$ cat src/rtl/seven_seg_scan_ctrl.sv
// Multiplexed 7-segment scan controller with dead-time and a double-buffered display word.
// Optional leading-zero blanking: define LZ_BLANK_EN.
module seven_seg_scan_ctrl #(
  parameter int TICK_DIV    = 100000,
  parameter int DEAD_CYCLES = 1000,
  parameter int N_DIGITS    = 8
) (
  input  logic        clock,
  input  logic        reset,
  input  logic [31:0] value_in,
  input  logic        load_valid,
  output logic        load_ready,
  input  logic        enable,
  output logic [3:0]  nibble,
  output logic [2:0]  digit_sel,
  output logic [7:0]  anodos,
  output logic        frame_done
);

  localparam int CW = $clog2(TICK_DIV);
  localparam logic [CW-1:0] ON_LAST   = CW'(TICK_DIV - DEAD_CYCLES - 1);
  localparam logic [CW-1:0] SLOT_LAST = CW'(TICK_DIV - 1);
  localparam logic [2:0]    DIG_LAST  = 3'(N_DIGITS - 1);

  typedef enum logic [1:0] {
    IDLE,
    ON,
    DEAD
  } state_t;

  state_t        state_q, state_n;
  logic [CW-1:0] cnt_q, cnt_n;
  logic [2:0]    dig_q, dig_n;
  logic [7:0]    an_q, an_n;
  logic          fd_q, fd_n;
  logic [31:0]   active_q, active_n;
  logic [31:0]   pending_q;
  logic          pend_q;
  logic          load;
  logic          wrap;
  logic          xfer;
  logic          lit;

  assign load = load_valid && !pend_q;

  assign wrap = enable && (state_q != IDLE) &&
                (cnt_q == SLOT_LAST) && (dig_q == DIG_LAST);

  assign xfer = pend_q && ((state_q == IDLE) || wrap);

  assign active_n = xfer ? pending_q : active_q;

  always_comb begin
    state_n = state_q;
    cnt_n   = cnt_q;
    dig_n   = dig_q;
    if (!enable) begin
      state_n = IDLE;
      cnt_n   = '0;
      dig_n   = '0;
    end else begin
      unique case (state_q)
        IDLE: begin
          state_n = ON;
          cnt_n   = '0;
          dig_n   = '0;
        end
        ON, DEAD: begin
          // slot end covers both ON->next (no dead time) and DEAD->next
          if (cnt_q == SLOT_LAST) begin
            state_n = ON;
            cnt_n   = '0;
            dig_n   = (dig_q == DIG_LAST) ? 3'd0 : dig_q + 3'd1;
          end else begin
            cnt_n = cnt_q + 1'b1;
            if (state_q == ON && cnt_q == ON_LAST)
              state_n = DEAD;
          end
        end
        default: begin
          state_n = IDLE;
          cnt_n   = '0;
          dig_n   = '0;
        end
      endcase
    end
  end

`ifdef LZ_BLANK_EN
  logic [2:0] msd;

  always_comb begin
    msd = 3'd0;
    for (int k = 0; k < N_DIGITS; k++)
      if (active_n[4*k +: 4] != 4'h0)
        msd = 3'(k);
    lit = (dig_n <= msd);
  end
`else
  assign lit = 1'b1;
`endif

  always_comb begin
    an_n = 8'hFF;
    if (state_n == ON && lit)
      an_n = ~(8'h01 << dig_n);
    fd_n = (state_n != IDLE) && (cnt_n == SLOT_LAST) &&
           (dig_n == DIG_LAST);
  end

  always_ff @(posedge clock or posedge reset) begin
    if (reset) begin
      state_q   <= IDLE;
      cnt_q     <= '0;
      dig_q     <= '0;
      an_q      <= 8'hFF;
      fd_q      <= 1'b0;
      active_q  <= '0;
      pending_q <= '0;
      pend_q    <= 1'b0;
    end else begin
      state_q  <= state_n;
      cnt_q    <= cnt_n;
      dig_q    <= dig_n;
      an_q     <= an_n;
      fd_q     <= fd_n;
      active_q <= active_n;
      if (load) begin
        pending_q <= value_in;
        pend_q    <= 1'b1;
      end else if (xfer) begin
        pend_q <= 1'b0;
      end
    end
  end

  assign load_ready = !pend_q;
  assign nibble     = active_q[{dig_q, 2'b00} +: 4];
  assign digit_sel  = dig_q;
  assign anodos     = an_q;
  assign frame_done = fd_q;

endmodule

$ cat config.mk
export PLATFORM = sky130hd
export DESIGN_NAME = seven_seg_scan_ctrl
export DESIGN_NICKNAME = d
export VERILOG_FILES = /design/src/rtl/seven_seg_scan_ctrl.sv
export SDC_FILE = /design/constraint.sdc
export NUM_CORES = 1
export LEC_CHECK = 0
export ABC_AREA = 1
export ABC_CLOCK_PERIOD_IN_PS = 9500
export BUFFER_PORTS_ARGS = -buffer_cell sky130_fd_sc_hd__buf_2
export CAP_MARGIN = 10
export CORE_UTILIZATION = 47
export CTS_BUF_LIST = sky130_fd_sc_hd__clkbuf_16
export DETAILED_ROUTE_END_ITERATION = 7
export PLACE_DENSITY = 0.78
export SYNTH_ARGS = -nofsm -noshare
export SYNTH_HDL_FRONTEND = slang
export SYNTH_SLANG_ARGS = --single-unit
$ cat constraint.sdc
create_clock -name clock -period 9.5 [get_ports clock]
set_clock_uncertainty 0.1 [all_clocks]
set_input_delay 1.425 -clock clock [delete_from_list [all_inputs] [get_ports clock]]
set_output_delay 1.425 -clock clock [all_outputs]
set_load 0.05 [all_outputs]
==> impl_summary.txt, run 1 <==
----------------------------------------------------
[Outcome]
  Outcome ... finished, final reports clean

[Critical path]
  Worst R2R Start ... digit_sel[0]$_DFF_PP0_
  Critical Path Fanout Max ... 20
  Kind of capture point of the worst setup path ... output pin
  Kind of start point of the critical path ... flop
  Max stage delay cell, worst path ... sky130_fd_sc_hd__dfrtp_1
  Critical path start-end classification ... reg2out
  Launch point of the critical path ... digit_sel[0]$_DFF_PP0_
  Worst path arrival time ... 2.26 ns
  Required time of the worst setup path ... between 7 and 8 ns
  Worst-path cell chain ... inv_1, a21oi_1, o21ai_0, a31oi_1, buf_2
  Slowest cell delay on critical path ... 0.67 ns

[STA]
  Setup tns final ... 0 ns
  Endpoints failing setup ... 0
  Unrepaired setup endpoints after global routing ... false
  Final Hold Vio Count ... 0
  Max-slew headroom at the worst pin ... 38.9%
  Final period util ... around two fifths
  Period minus WS final ... 3.79 ns
  Measured slew at the worst slew-check pin ... 0.913 ns
  Total count of max-transition violations in the final report ... 0
  Achievable clock frequency ... 264 MHz

[Power]
  Int Power ... 0.000754 W
  Worst vdd rail ir drop ... 0.000134 V
  Clock power share ... 31.2%
  Power share of the combinational group ... about a fifth
  Leak pwr ... 2.51 nW
  Reported net switching power ... ~0.00035 W
  Ratio of total power to cell area ... roughly 220 mW/mm^2
  Portion of total power attributed to sequential cells ... between 40% and 50%
  Net switching share of the total power ... 31.9%

[Layout]
  Layout Utilization ... 54.8%
  Fraction of final layout cells sized beyond drive strength 1 ... 16.9%
  Layout net count ... between 600 and 700
  Layout-stage area growth over the synthesis result ... 13.9%
  Design area ... around 0.005 sq mm
  Antenna Diode Count ... 0
  Final Instance Count excl. Fillers ... 698
  Filler instances ... 815

[Route]
  First-pass iteration count of the detailed router ... 4
  Count of unresolved DRC violations after routing ... 0
  Count of antenna-violating nets left after detailed routing ... 0
  1st-iter DRT viols ... 221
  Detail-routed net length per standard cell ... 13.0 um
  Routed WL ... 9110 um
  Routed vias/inst ... 5.07
  Number of vias after detailed routing ... 3540

[Hold path]
  Tightest Hold Check Type ... reg2reg
  HP Start ... active_q[15]$_DFFE_PP0P_

[Synthesis]
  Number of warning messages in the yosys log ... 0
  Area share of the largest cell type after synthesis ... just under 50%
  Post-synthesis instance area ... 0.00443 sq mm
  Syn Inst Count ... roughly 540
  Area contributors post-synth ... sky130_fd_sc_hd__dfrtp_1 50%, sky130_fd_sc_hd__nand2_1 8.3%, sky130_fd_sc_hd__nor2_1 8.1%, sky130_fd_sc_hd__inv_1 5.6%, sky130_fd_sc_hd__dfstp_2 4.7%
  Number of nets in the synthesized netlist ... ~580
  Yosys reg bits ... 96
  Proportion of register bits with asynchronous set or reset after synthesis ... 100%
  Portion of the post-synthesis area used by sequential elements ... 54.5%
  Number of flops mapped to enable cells by yosys ... 0
  Cell variety after synth ... 34
  Avg Cell Area, Syn ... 8.27 sq um
  Most area-hungry cell type in the Yosys netlist ... sky130_fd_sc_hd__dfrtp_1
  Most frequently used flop master after synthesis ... sky130_fd_sc_hd__dfrtp_1

[Global route]
  Via count of the first global-routing pass ... roughly 3400
  Wire length of the first global-routing pass ... about 16000 um
  Aggregate global routing overflow ... 0
  Total global-route track usage ... 20.2%
  Antenna violations before repair ... 0
  Maximum number of pins on one net before global-route repair ... 67

[CTS]
  Clock-pin slew on the worst setup and hold paths ... 0.07 ns
  Number of buffers created by CTS ... 9
  CTS tree ... yes
  Gates resized, CTS repair ... 0
  Buffers inserted during post-CTS setup optimization ... 0
  Clk sink count ... 96
  CTS max path bufs ... 2
  Post-CTS Hold Buffers ... 0
  Clk_lat worst skew ... 0.34 ns
  Root cell of the clock tree ... sky130_fd_sc_hd__clkbuf_16
  CTS H-tree lvls ... 3

[Floorplanning]
  Area of the core ... 0.00920 sq mm
  Horizontal die dimension ... between 90 and 100 um
  Io pins ... between 50 and 60
  Number of placement rows ... 35
  Effective utilization at floorplan ... 48.1%
  Total Die Area ... 0.00981 sq mm
  Height of the die ... 99.1 um

[Placement]
  Cell area reported after detailed placement ... 0.00476 sq mm
  Port Buffer Count ... 52
  Last weighted congestion value of the routability-driven placer ... roughly 0.88
  Placed Cells incl. Taps ... 682
  HPWL Detailed ... ~6500 um

[Run]
  Number of max-capacitance violations reported ... 0

----------------------------------------------------
-- metal layers --
metal / GRT usage (%) / vias to the layer above / wire length, um
li1: - / 1783 / -
met1: 25.6 / 1660 / 4000
met2: 34.3 / 87 / 4580
met3: 4.82 / 10 / 404
met4: 6.11 / 0 / 122
met5: 0 / - / 0
-- final cells by class --
type	instances	area [sq um]	area share, %
repair buffers	54	275	5.46
well taps	111	139	2.75
multi-input cells	350	1660	33.0
flip-flops and latches	96	2410	47.8
inverters	71	268	5.31
clock inverters	7	61.3	1.22
clock buffers	9	225	4.47
-- stage by stage --
stage	setup slack [ns]	total power (W)	hold WS, ns
floorplan	5.48	0.000704	0.348
detailed placement	6.13	0.000767	0.372
finish	5.71	0.00111	0.383
global placement	6.23	0.000757	0.369
global route	5.56	0.00117	0.418
CTS	5.73	0.00112	0.388
-- cells in the mapped netlist, types with 2 or more instances --
cell                       number
sky130_fd_sc_hd__nand2_1       98
sky130_fd_sc_hd__nor2_1        96
sky130_fd_sc_hd__dfrtp_1       88
sky130_fd_sc_hd__inv_1         66
sky130_fd_sc_hd__o21ai_0       36
sky130_fd_sc_hd__a21oi_1       33
sky130_fd_sc_hd__nand3_1       21
sky130_fd_sc_hd__o21ai_1       15
sky130_fd_sc_hd__clkbuf_1      10
sky130_fd_sc_hd__dfstp_2        8
sky130_fd_sc_hd__ha_1           6
sky130_fd_sc_hd__nand4_1        6
sky130_fd_sc_hd__buf_2          5
sky130_fd_sc_hd__nand2_2        5
sky130_fd_sc_hd__a31oi_1        4
sky130_fd_sc_hd__nand3b_1       4
sky130_fd_sc_hd__o22ai_1        4
sky130_fd_sc_hd__inv_2          3
sky130_fd_sc_hd__mux2_2         3
sky130_fd_sc_hd__nor2_2         3
sky130_fd_sc_hd__nor3_1         3
sky130_fd_sc_hd__o21bai_1       3
sky130_fd_sc_hd__buf_6          2
sky130_fd_sc_hd__clkinv_1       2
sky130_fd_sc_hd__nand3_2        2
-- critical path: cells and delay by family, from the launching register on --
family,cells,cell delay [ns]
flip-flops,1,0.67
AO/OA/AOI/OAI,3,0.57
buffers and inverters,2,0.68
-- registers in the layout, indices dropped and copies added, names as in the netlist --
| name | count |
|---|---|
| active_q | 32 |
| pending_q | 32 |
| cnt_q | 17 |
| anodos | 8 |
| digit_sel | 3 |
| state_q | 2 |
| frame_done | 1 |
| pend_q | 1 |
-- worst paths after layout --
path / endpoint / slack [ns] / depth (start not counted)
worst max-delay path: nibble[2] / 5.71 / 5
worst min-delay path: active_q[15]$_DFFE_PP0P_ / 0.38 / 2
worst max register to register: active_q[23]$_DFFE_PP0P_ / 6.97 / 6
worst min register to register: active_q[15]$_DFFE_PP0P_ / 0.38 / 2
max in group asynchronous: active_q[29]$_DFFE_PP0P_ / 7.10 / 3
min in group asynchronous: pending_q[0]$_DFFE_PP0P_ / 1.00 / 2
-- logic make-up after synthesis --
kind of cell,after synthesis,synth area share (%)
flops,96,54.5
simple gates,242,23.1
compound gates,97,11.5
mux,3,0.763
fa+ha+maj,6,1.70
buf+inv,89,8.03
xor+xnor,2,0.396
-- power by group through the flow --
stage	Clock [W]	Sequential (W)	Combinational, W
floorplan	0	0.000539	0.000165
global placement	0	0.000556	0.000201
detailed placement	0	0.000556	0.000211
CTS	0.000354	0.000549	0.000215
global route	0.000369	0.000557	0.000241
finish	0.000346	0.000550	0.000212
-- layout by cell type (no fill, tap or decap), drive strengths merged, types with 6 or more instances in the layout --
cell    instances
dfrtp          88
o21ai          52
clkbuf          9
nand3          23
buf            54
dfstp           8
ha              6
clkinv          6
nand4           6
inv            72
a21oi          34
nand2         104
nor2          100
No activity file was read; power rests on OpenSTA's default activity.
==> run 2, diff against run 1 <==
--- a/config.mk
+++ b/config.mk
@@ -5,14 +5,14 @@
 export SDC_FILE = /design/constraint.sdc
 export NUM_CORES = 1
 export LEC_CHECK = 0
-export ABC_AREA = 1
-export ABC_CLOCK_PERIOD_IN_PS = 9500
+export ABC_AREA = 0
+export ABC_CLOCK_PERIOD_IN_PS = 3700
 export BUFFER_PORTS_ARGS = -buffer_cell sky130_fd_sc_hd__buf_2
 export CAP_MARGIN = 10
 export CORE_UTILIZATION = 47
 export CTS_BUF_LIST = sky130_fd_sc_hd__clkbuf_16
 export DETAILED_ROUTE_END_ITERATION = 7
-export PLACE_DENSITY = 0.78
+export PLACE_DENSITY = 0.77
 export SYNTH_ARGS = -nofsm -noshare
 export SYNTH_HDL_FRONTEND = slang
 export SYNTH_SLANG_ARGS = --single-unit
==> constraint.sdc (replaced) <==
create_clock -name clock -period 3.7 [get_ports clock]
set_clock_uncertainty 0.1 [all_clocks]
set_input_delay 0.555 -clock clock [delete_from_list [all_inputs] [get_ports clock]]
set_output_delay 0.555 -clock clock [all_outputs]
set_load 0.05 [all_outputs]
==> impl_summary.txt, run 2 <==
----------------------------------------------------
[Outcome]
  Outcome ... finished, final reports clean

[Route]
  Count of unresolved DRC violations after routing ... 0
  Count of antenna-violating nets left after detailed routing ... 0
  Detail-routed net length per standard cell ... 16.0 um
  Routed vias/inst ... 5.34
  1st-iter DRT viols ... 129
  Number of vias after detailed routing ... between 2000 and 3000
  First-pass iteration count of the detailed router ... 4
  Routed WL ... around 8400 um

[STA]
  Endpoints failing setup ... 0
  Setup tns final ... 0 ns
  Measured slew at the worst slew-check pin ... about 0.94 ns
  Unrepaired setup endpoints after global routing ... false
  Max-slew headroom at the worst pin ... 37.3%
  Final period util ... 79.6%
  Achievable clock frequency ... 340 MHz
  Final Hold Vio Count ... 0
  Total count of max-transition violations in the final report ... 0
  Period minus WS final ... 2.95 ns

[Floorplanning]
  Number of placement rows ... 35
  Effective utilization at floorplan ... between 40% and 50%
  Total Die Area ... 0.0101 sq mm
  Height of the die ... 100 um
  Io pins ... 53
  Area of the core ... 0.00933 sq mm
  Horizontal die dimension ... 100 um

[Power]
  Portion of total power attributed to sequential cells ... 47.8%
  Ratio of total power to cell area ... 629 mW/mm^2
  Net switching share of the total power ... 28.5%
  Reported net switching power ... a little over 0.0009 W
  Leak pwr ... 2.27 nW
  Int Power ... ~0.0023 W
  Power share of the combinational group ... 24.3%
  Clock power share ... 27.9%
  Worst vdd rail ir drop ... 0.000375 V

[Layout]
  Filler instances ... around 760
  Most common cell after layout, fill and taps aside ... sky130_fd_sc_hd__dfrtp_1
  Antenna Diode Count ... 0
  Highest-count cells in the layout ignoring fill and taps ... 88 x sky130_fd_sc_hd__dfrtp_1, 52 x sky130_fd_sc_hd__buf_2, 40 x sky130_fd_sc_hd__mux2_2
  Layout-stage area growth over the synthesis result ... 13.3%
  Fraction of final layout cells sized beyond drive strength 1 ... 42.6%
  Largest registers ... active_q: 32 flops, pending_q: 32 flops, cnt_q: 17 flops
  Layout net count ... 429
  Layout Utilization ... between 50% and 60%

[CTS]
  Clock-pin slew on the worst setup and hold paths ... around 0.07 ns
  Root cell of the clock tree ... sky130_fd_sc_hd__clkbuf_16
  CTS H-tree lvls ... 3
  Clk sink count ... 96
  Number of buffers created by CTS ... 9
  Post-CTS Hold Buffers ... 0
  Gates resized, CTS repair ... 0
  CTS tree ... yes
  Clk_lat worst skew ... between 0.3 and 0.4 ns
  Buffers inserted during post-CTS setup optimization ... 0
  CTS max path bufs ... 2

[Global route]
  Maximum number of pins on one net before global-route repair ... 56
  Wire length of the first global-routing pass ... 14200 um
  Antenna violations before repair ... 0
  Global routing usage on met3 ... under 10%
  Busiest metal layer after global routing ... met2
  Via count of the first global-routing pass ... 2884
  Total global-route track usage ... 18.3%
  Routing usage on met1 ... 24.2%
  Global Route met2 Usage ... 29.8%
  Aggregate global routing overflow ... 0

[Critical path]
  Worst-path cell chain ... mux4_2, mux2_2, buf_2
  Critical Path Fanout Max ... 19
  Slowest cell delay on critical path ... 0.84 ns
  Worst path arrival time ... 2.29 ns
  Required time of the worst setup path ... around 3 ns
  Critical path start-end classification ... reg2out
  Max stage delay cell, worst path ... sky130_fd_sc_hd__dfrtp_1
  Kind of capture point of the worst setup path ... output pin
  Kind of start point of the critical path ... flop

[Synthesis]
  Most area-hungry cell type in the Yosys netlist ... sky130_fd_sc_hd__dfrtp_1
  Yosys reg bits ... 96
  Post-synthesis share of cell area spent on full adders, half adders and majority gates ... around 1.6%
  Most frequently used flop master after synthesis ... sky130_fd_sc_hd__dfrtp_1
  Cell variety after synth ... 48
  Syn Inst Count ... 338
  Commonest cells in the netlist ... 88 x sky130_fd_sc_hd__dfrtp_1, 40 x sky130_fd_sc_hd__mux2_2, 29 x sky130_fd_sc_hd__mux2_4
  Most used standard cell by instance count after synthesis ... sky130_fd_sc_hd__dfrtp_1
  Proportion of register bits with asynchronous set or reset after synthesis ... 100%
  Avg Cell Area, Syn ... 13.5 sq um
  Number of warning messages in the yosys log ... 0
  Area share of xor/xnor cells in the synthesized design ... 3.08%
  Portion of the post-synthesis area used by sequential elements ... between 50 and 60%
  Portion of netlist area occupied by mux cells ... 23.4%
  Number of nets in the synthesized netlist ... 380
  Area share of the largest cell type after synthesis ... 48.3%
  Area contributors post-synth ... sky130_fd_sc_hd__dfrtp_1 48%, sky130_fd_sc_hd__mux2_2 9.9%, sky130_fd_sc_hd__mux2_4 9.6%, sky130_fd_sc_hd__dfstp_2 4.6%, sky130_fd_sc_hd__mux4_2 4.0%
  Post-synthesis instance area ... 0.00456 sq mm
  Share of the synthesized area in compound gates (AO/OA/AOI/OAI) ... 2.53%
  Combinational family with the most area after synthesis ... multiplexers
  Number of flops mapped to enable cells by yosys ... 0
  Area share of and/or/nand/nor cells after synthesis ... 12.6%

[Placement]
  Port Buffer Count ... 52
  Last weighted congestion value of the routability-driven placer ... 0.834
  HPWL Detailed ... 6030 um

[Run]
  Number of max-capacitance violations reported ... 0

[Hold path]
  Tightest Hold Check Type ... in2async

----------------------------------------------------
[run 2: through the flow]
stage / total power (W) / setup slack [ns] / hold slack (ns) / area, sq um / std cells
final: 0.00325 / 0.755 / 0.294 / 5160 / 521
after global routing: 0.00340 / 0.616 / 0.327 / 5160 / 521
after CTS: 0.00328 / 0.727 / 0.317 / 5160 / 521
after detailed placement: 0.00237 / 1.03 / 0.397 / 4870 / 505
after global placement: 0.00233 / 1.09 / 0.384 / 4870 / 505
after floorplan: 0.00218 / 0.553 / 0.367 / 4560 / 338
[run 2: power by group through the flow]
stage / clock network, W / logic [W] / registers [W]
after CTS: 0.000923 / 0.000798 / 0.00156
after global routing: 0.000964 / 0.000846 / 0.00159
after floorplan: 0 / 0.000695 / 0.00148
after detailed placement: 0 / 0.000797 / 0.00158
final: 0.000906 / 0.000789 / 0.00155
after global placement: 0 / 0.000768 / 0.00156
[run 2: worst max-delay path, delay by kind of cell, from the launching register on]
kind                   cells  cell delay [ns]
buffers and inverters      1             0.21
DFF                        1             0.84
muxes                      2             0.89
[run 2: cell type report]
type,count,area (sq um),share of cell area [%]
multi-input combinational,218,1970,38.2
timing repair buffer,55,295,5.72
clock inverter,7,70.1,1.36
sequential,96,2410,46.7
tap,129,161,3.13
inverter,7,27.5,0.533
clock buffer,9,225,4.36
[run 2: kinds of logic after synthesis]
logic type,Yosys count
AOI/OAI and AO/OA,18
and+or+nand+nor,101
muxes,77
xor gates and xnor gates,16
DFF,96
adders and majority gates,6
buffers and inverters,24
[run 2: path summary, 6_finish.rpt]
| check | start | endpoint | slack, ns | cells after the start |
|---|---|---|---|---|
| max | digit_sel[0]$_DFF_PP0_ | nibble[1] | 0.75 | 3 |
| min | reset | pending_q[31]$_DFFE_PP0P_ | 0.29 | 2 |
| max reg2reg | digit_sel[0]$_DFF_PP0_ | active_q[28]$_DFFE_PP0P_ | 1.04 | 6 |
| min reg2reg | cnt_q[0]$_DFF_PP0_ | cnt_q[0]$_DFF_PP0_ | 0.41 | 1 |
| max in group asynchronous | reset | anodos[4]$_DFF_PP1_ | 2.44 | 3 |
| min in group clock | load_valid | pend_q$_DFFE_PP0P_ | 0.32 | 2 |
[run 2: routing by layer]
layer,part of all wire [%],wire [um]
met1,46,3820
met2,50,4140
met3,3.5,294
met4,1.2,104
met5,0,0
==> run 3, diff against run 2 <==
--- a/config.mk
+++ b/config.mk
@@ -6,13 +6,13 @@
 export NUM_CORES = 1
 export LEC_CHECK = 0
 export ABC_AREA = 0
-export ABC_CLOCK_PERIOD_IN_PS = 3700
+export ABC_CLOCK_PERIOD_IN_PS = 2400
 export BUFFER_PORTS_ARGS = -buffer_cell sky130_fd_sc_hd__buf_2
 export CAP_MARGIN = 10
 export CORE_UTILIZATION = 47
 export CTS_BUF_LIST = sky130_fd_sc_hd__clkbuf_16
 export DETAILED_ROUTE_END_ITERATION = 7
-export PLACE_DENSITY = 0.77
+export PLACE_DENSITY = 0.8
 export SYNTH_ARGS = -nofsm -noshare
 export SYNTH_HDL_FRONTEND = slang
 export SYNTH_SLANG_ARGS = --single-unit
==> constraint.sdc (replaced) <==
create_clock -name clock -period 2.4 [get_ports clock]
set_clock_uncertainty 0.1 [all_clocks]
set_input_delay 0.36 -clock clock [delete_from_list [all_inputs] [get_ports clock]]
set_output_delay 0.36 -clock clock [all_outputs]
set_load 0.05 [all_outputs]
==> impl_summary.txt, run 3 (synthesized netlist as in run 2, its figures left out) <==
----------------------------------------------------
[Global route]
  Routing usage on met1 ... 24.1%
  Aggregate global routing overflow ... 0
  Global routing usage on met3 ... under 10%
  Total global-route track usage ... 18.4%
  Busiest metal layer after global routing ... met2
  Global Route met2 Usage ... between 20% and 30%
  Wire length of the first global-routing pass ... 14200 um
  Via count of the first global-routing pass ... roughly 2900
  Maximum number of pins on one net before global-route repair ... 43
  Antenna violations before repair ... 0

[STA]
  Period minus WS final ... 2.37 ns
  Hold slack ... 0.0307 ns
  Measured slew at the worst slew-check pin ... 0.699 ns
  Post-layout worst setup margin ... 0.0267 ns
  Final period util ... 98.9%
  Max-slew headroom at the worst pin ... a little over half
  Total count of max-transition violations in the final report ... 0
  Final Hold Vio Count ... 0
  Unrepaired setup endpoints after global routing ... true
  Achievable clock frequency ... 421 MHz
  Endpoints failing setup ... 0

[Critical path]
  Delay-heaviest family, CP ... multiplexers
  Register-to-Register Path Depth ... 8
  Crit path buffers/inverters ... 2
  Terminus of the critical flop-to-flop path ... active_q[28]$_DFFE_PP0P_
  Critical path start-end classification ... reg2out
  Worst R2R Start ... digit_sel[0]$_DFF_PP0_
  Slack of the worst reg-to-reg path ... 0.12 ns
  Kind of start point of the critical path ... flop
  Critical Path Fanout Max ... 5
  Kind of capture point of the worst setup path ... output pin
  Worst path arrival time ... 1.91 ns
  Required time of the worst setup path ... 1.94 ns
  Slowest cell delay on critical path ... 0.52 ns
  Launch point of the critical path ... digit_sel[0]$_DFF_PP0_
  Worst-path cell chain ... buf_4, mux4_2, mux2_2, buf_2
  Max stage delay cell, worst path ... sky130_fd_sc_hd__mux4_2

[Placement]
  Worst slack, placed ... 0.0489 ns
  HPWL Detailed ... 6040 um
  Placed Cells incl. Taps ... just over 500
  Last weighted congestion value of the routability-driven placer ... 0.870
  Port Buffer Count ... between 50 and 60

[Floorplanning]
  Effective utilization at floorplan ... 48.8%
  Io pins ... 53
  Horizontal die dimension ... roughly 100 um
  Area of the core ... 0.00933 sq mm
  Number of placement rows ... 35
  Total Die Area ... 0.0101 sq mm
  Height of the die ... 100 um

[Route]
  Count of antenna-violating nets left after detailed routing ... 0
  Count of unresolved DRC violations after routing ... 0
  Routed vias/inst ... approximately 5.4
  1st-iter DRT viols ... approximately 140
  Routed WL ... around 9000 um
  Number of vias after detailed routing ... 2878
  First-pass iteration count of the detailed router ... 4
  Detail-routed net length per standard cell ... 16.5 um

[Layout]
  Layout Utilization ... 56.8%
  Highest-count cells in the layout ignoring fill and taps ... 87 x sky130_fd_sc_hd__dfrtp_1, 53 x sky130_fd_sc_hd__buf_2, 40 x sky130_fd_sc_hd__mux2_2
  Largest registers ... active_q: 32 flops, pending_q: 32 flops, cnt_q: 17 flops
  Fraction of final layout cells sized beyond drive strength 1 ... 45.3%
  Antenna Diode Count ... 0
  Final Instance Count excl. Fillers ... about 540
  Most common cell after layout, fill and taps aside ... sky130_fd_sc_hd__dfrtp_1
  Layout net count ... 443
  Layout-stage area growth over the synthesis result ... 16.4%

[CTS]
  Clock-pin slew on the worst setup and hold paths ... 0.07 ns
  Clk_lat worst skew ... 0.34 ns
  Root cell of the clock tree ... sky130_fd_sc_hd__clkbuf_16
  Number of buffers created by CTS ... 9
  CTS H-tree lvls ... 3
  Post-CTS Hold Buffers ... 0
  CTS max path bufs ... 2
  Clk sink count ... 96
  CTS tree ... yes

[Power]
  Power Total ... 0.00501 W
  Ratio of total power to cell area ... 944 mW/mm^2
  Leak pwr ... 2.35 nW
  Worst vdd rail ir drop ... 0.000608 V

[Outcome]
  Outcome ... finished, final reports clean

[Hold path]
  Tightest Hold Check Type ... in2async

[Run]
  Number of max-capacitance violations reported ... 0

----------------------------------------------------
-- run 3: worst max-delay path by stage --
stage / endpoint / slack [ns] / depth (start not counted)
detailed placement: frame_done$_DFF_PP0_ / 0.05 / 7
floorplan: nibble[3] / 0.16 / 4
global route: nibble[1] / -0.01 / 4
global placement: active_q[30]$_DFFE_PP0P_ / 0.17 / 8
finish: nibble[1] / 0.03 / 4
CTS: frame_done$_DFF_PP0_ / 0.02 / 7
-- run 3: through the flow --
step	area (sq um)	TNS (ns)
after floorplan	4560	0
after global routing	5300	-0.0249
after global placement	4960	0
final	5300	0
after detailed placement	4960	0
after CTS	5260	0
-- run 3: area by class of cell --
cell class	instances	area (sq um)
Fill cell	754	4030
Sequential cell	96	2410
Multi-Input combinational cell	218	1990
Timing Repair Buffer	69	428
Clock buffer	9	225
Tap cell	129	161
Clock inverter	7	55.1
Inverter	7	30.0
-- run 3: report_power, final --
group          total, W  internal [W]  switching, W
Combinational   0.00127      0.000783      0.000483
Sequential      0.00239       0.00209      0.000295
Clock           0.00135      0.000716      0.000636
-- run 3: what timing repair did --
item | CTS | global route
buffers inserted | 3 | 0
cloned | 0 | 1
resized for setup | 0 | 4
endpoints found under the setup margin | 4 | 7
-- run 3: routing by layer --
layer	wire length, um	up-vias
met2	4310	79
li1	-	1339
met3	389	15
met4	190	0
met1	3920	1445
met5	0	-
-- run 3: worst reg2reg max path, stage by stage (launching register included) --
cell	delay, ns
sky130_fd_sc_hd__dfrtp_2	0.40
sky130_fd_sc_hd__buf_2	0.17
sky130_fd_sc_hd__buf_4	0.16
sky130_fd_sc_hd__ha_1	0.19
sky130_fd_sc_hd__ha_2	0.19
sky130_fd_sc_hd__and3_1	0.20
sky130_fd_sc_hd__o21ai_4	0.20
sky130_fd_sc_hd__buf_12	0.21
sky130_fd_sc_hd__mux2_2	0.35
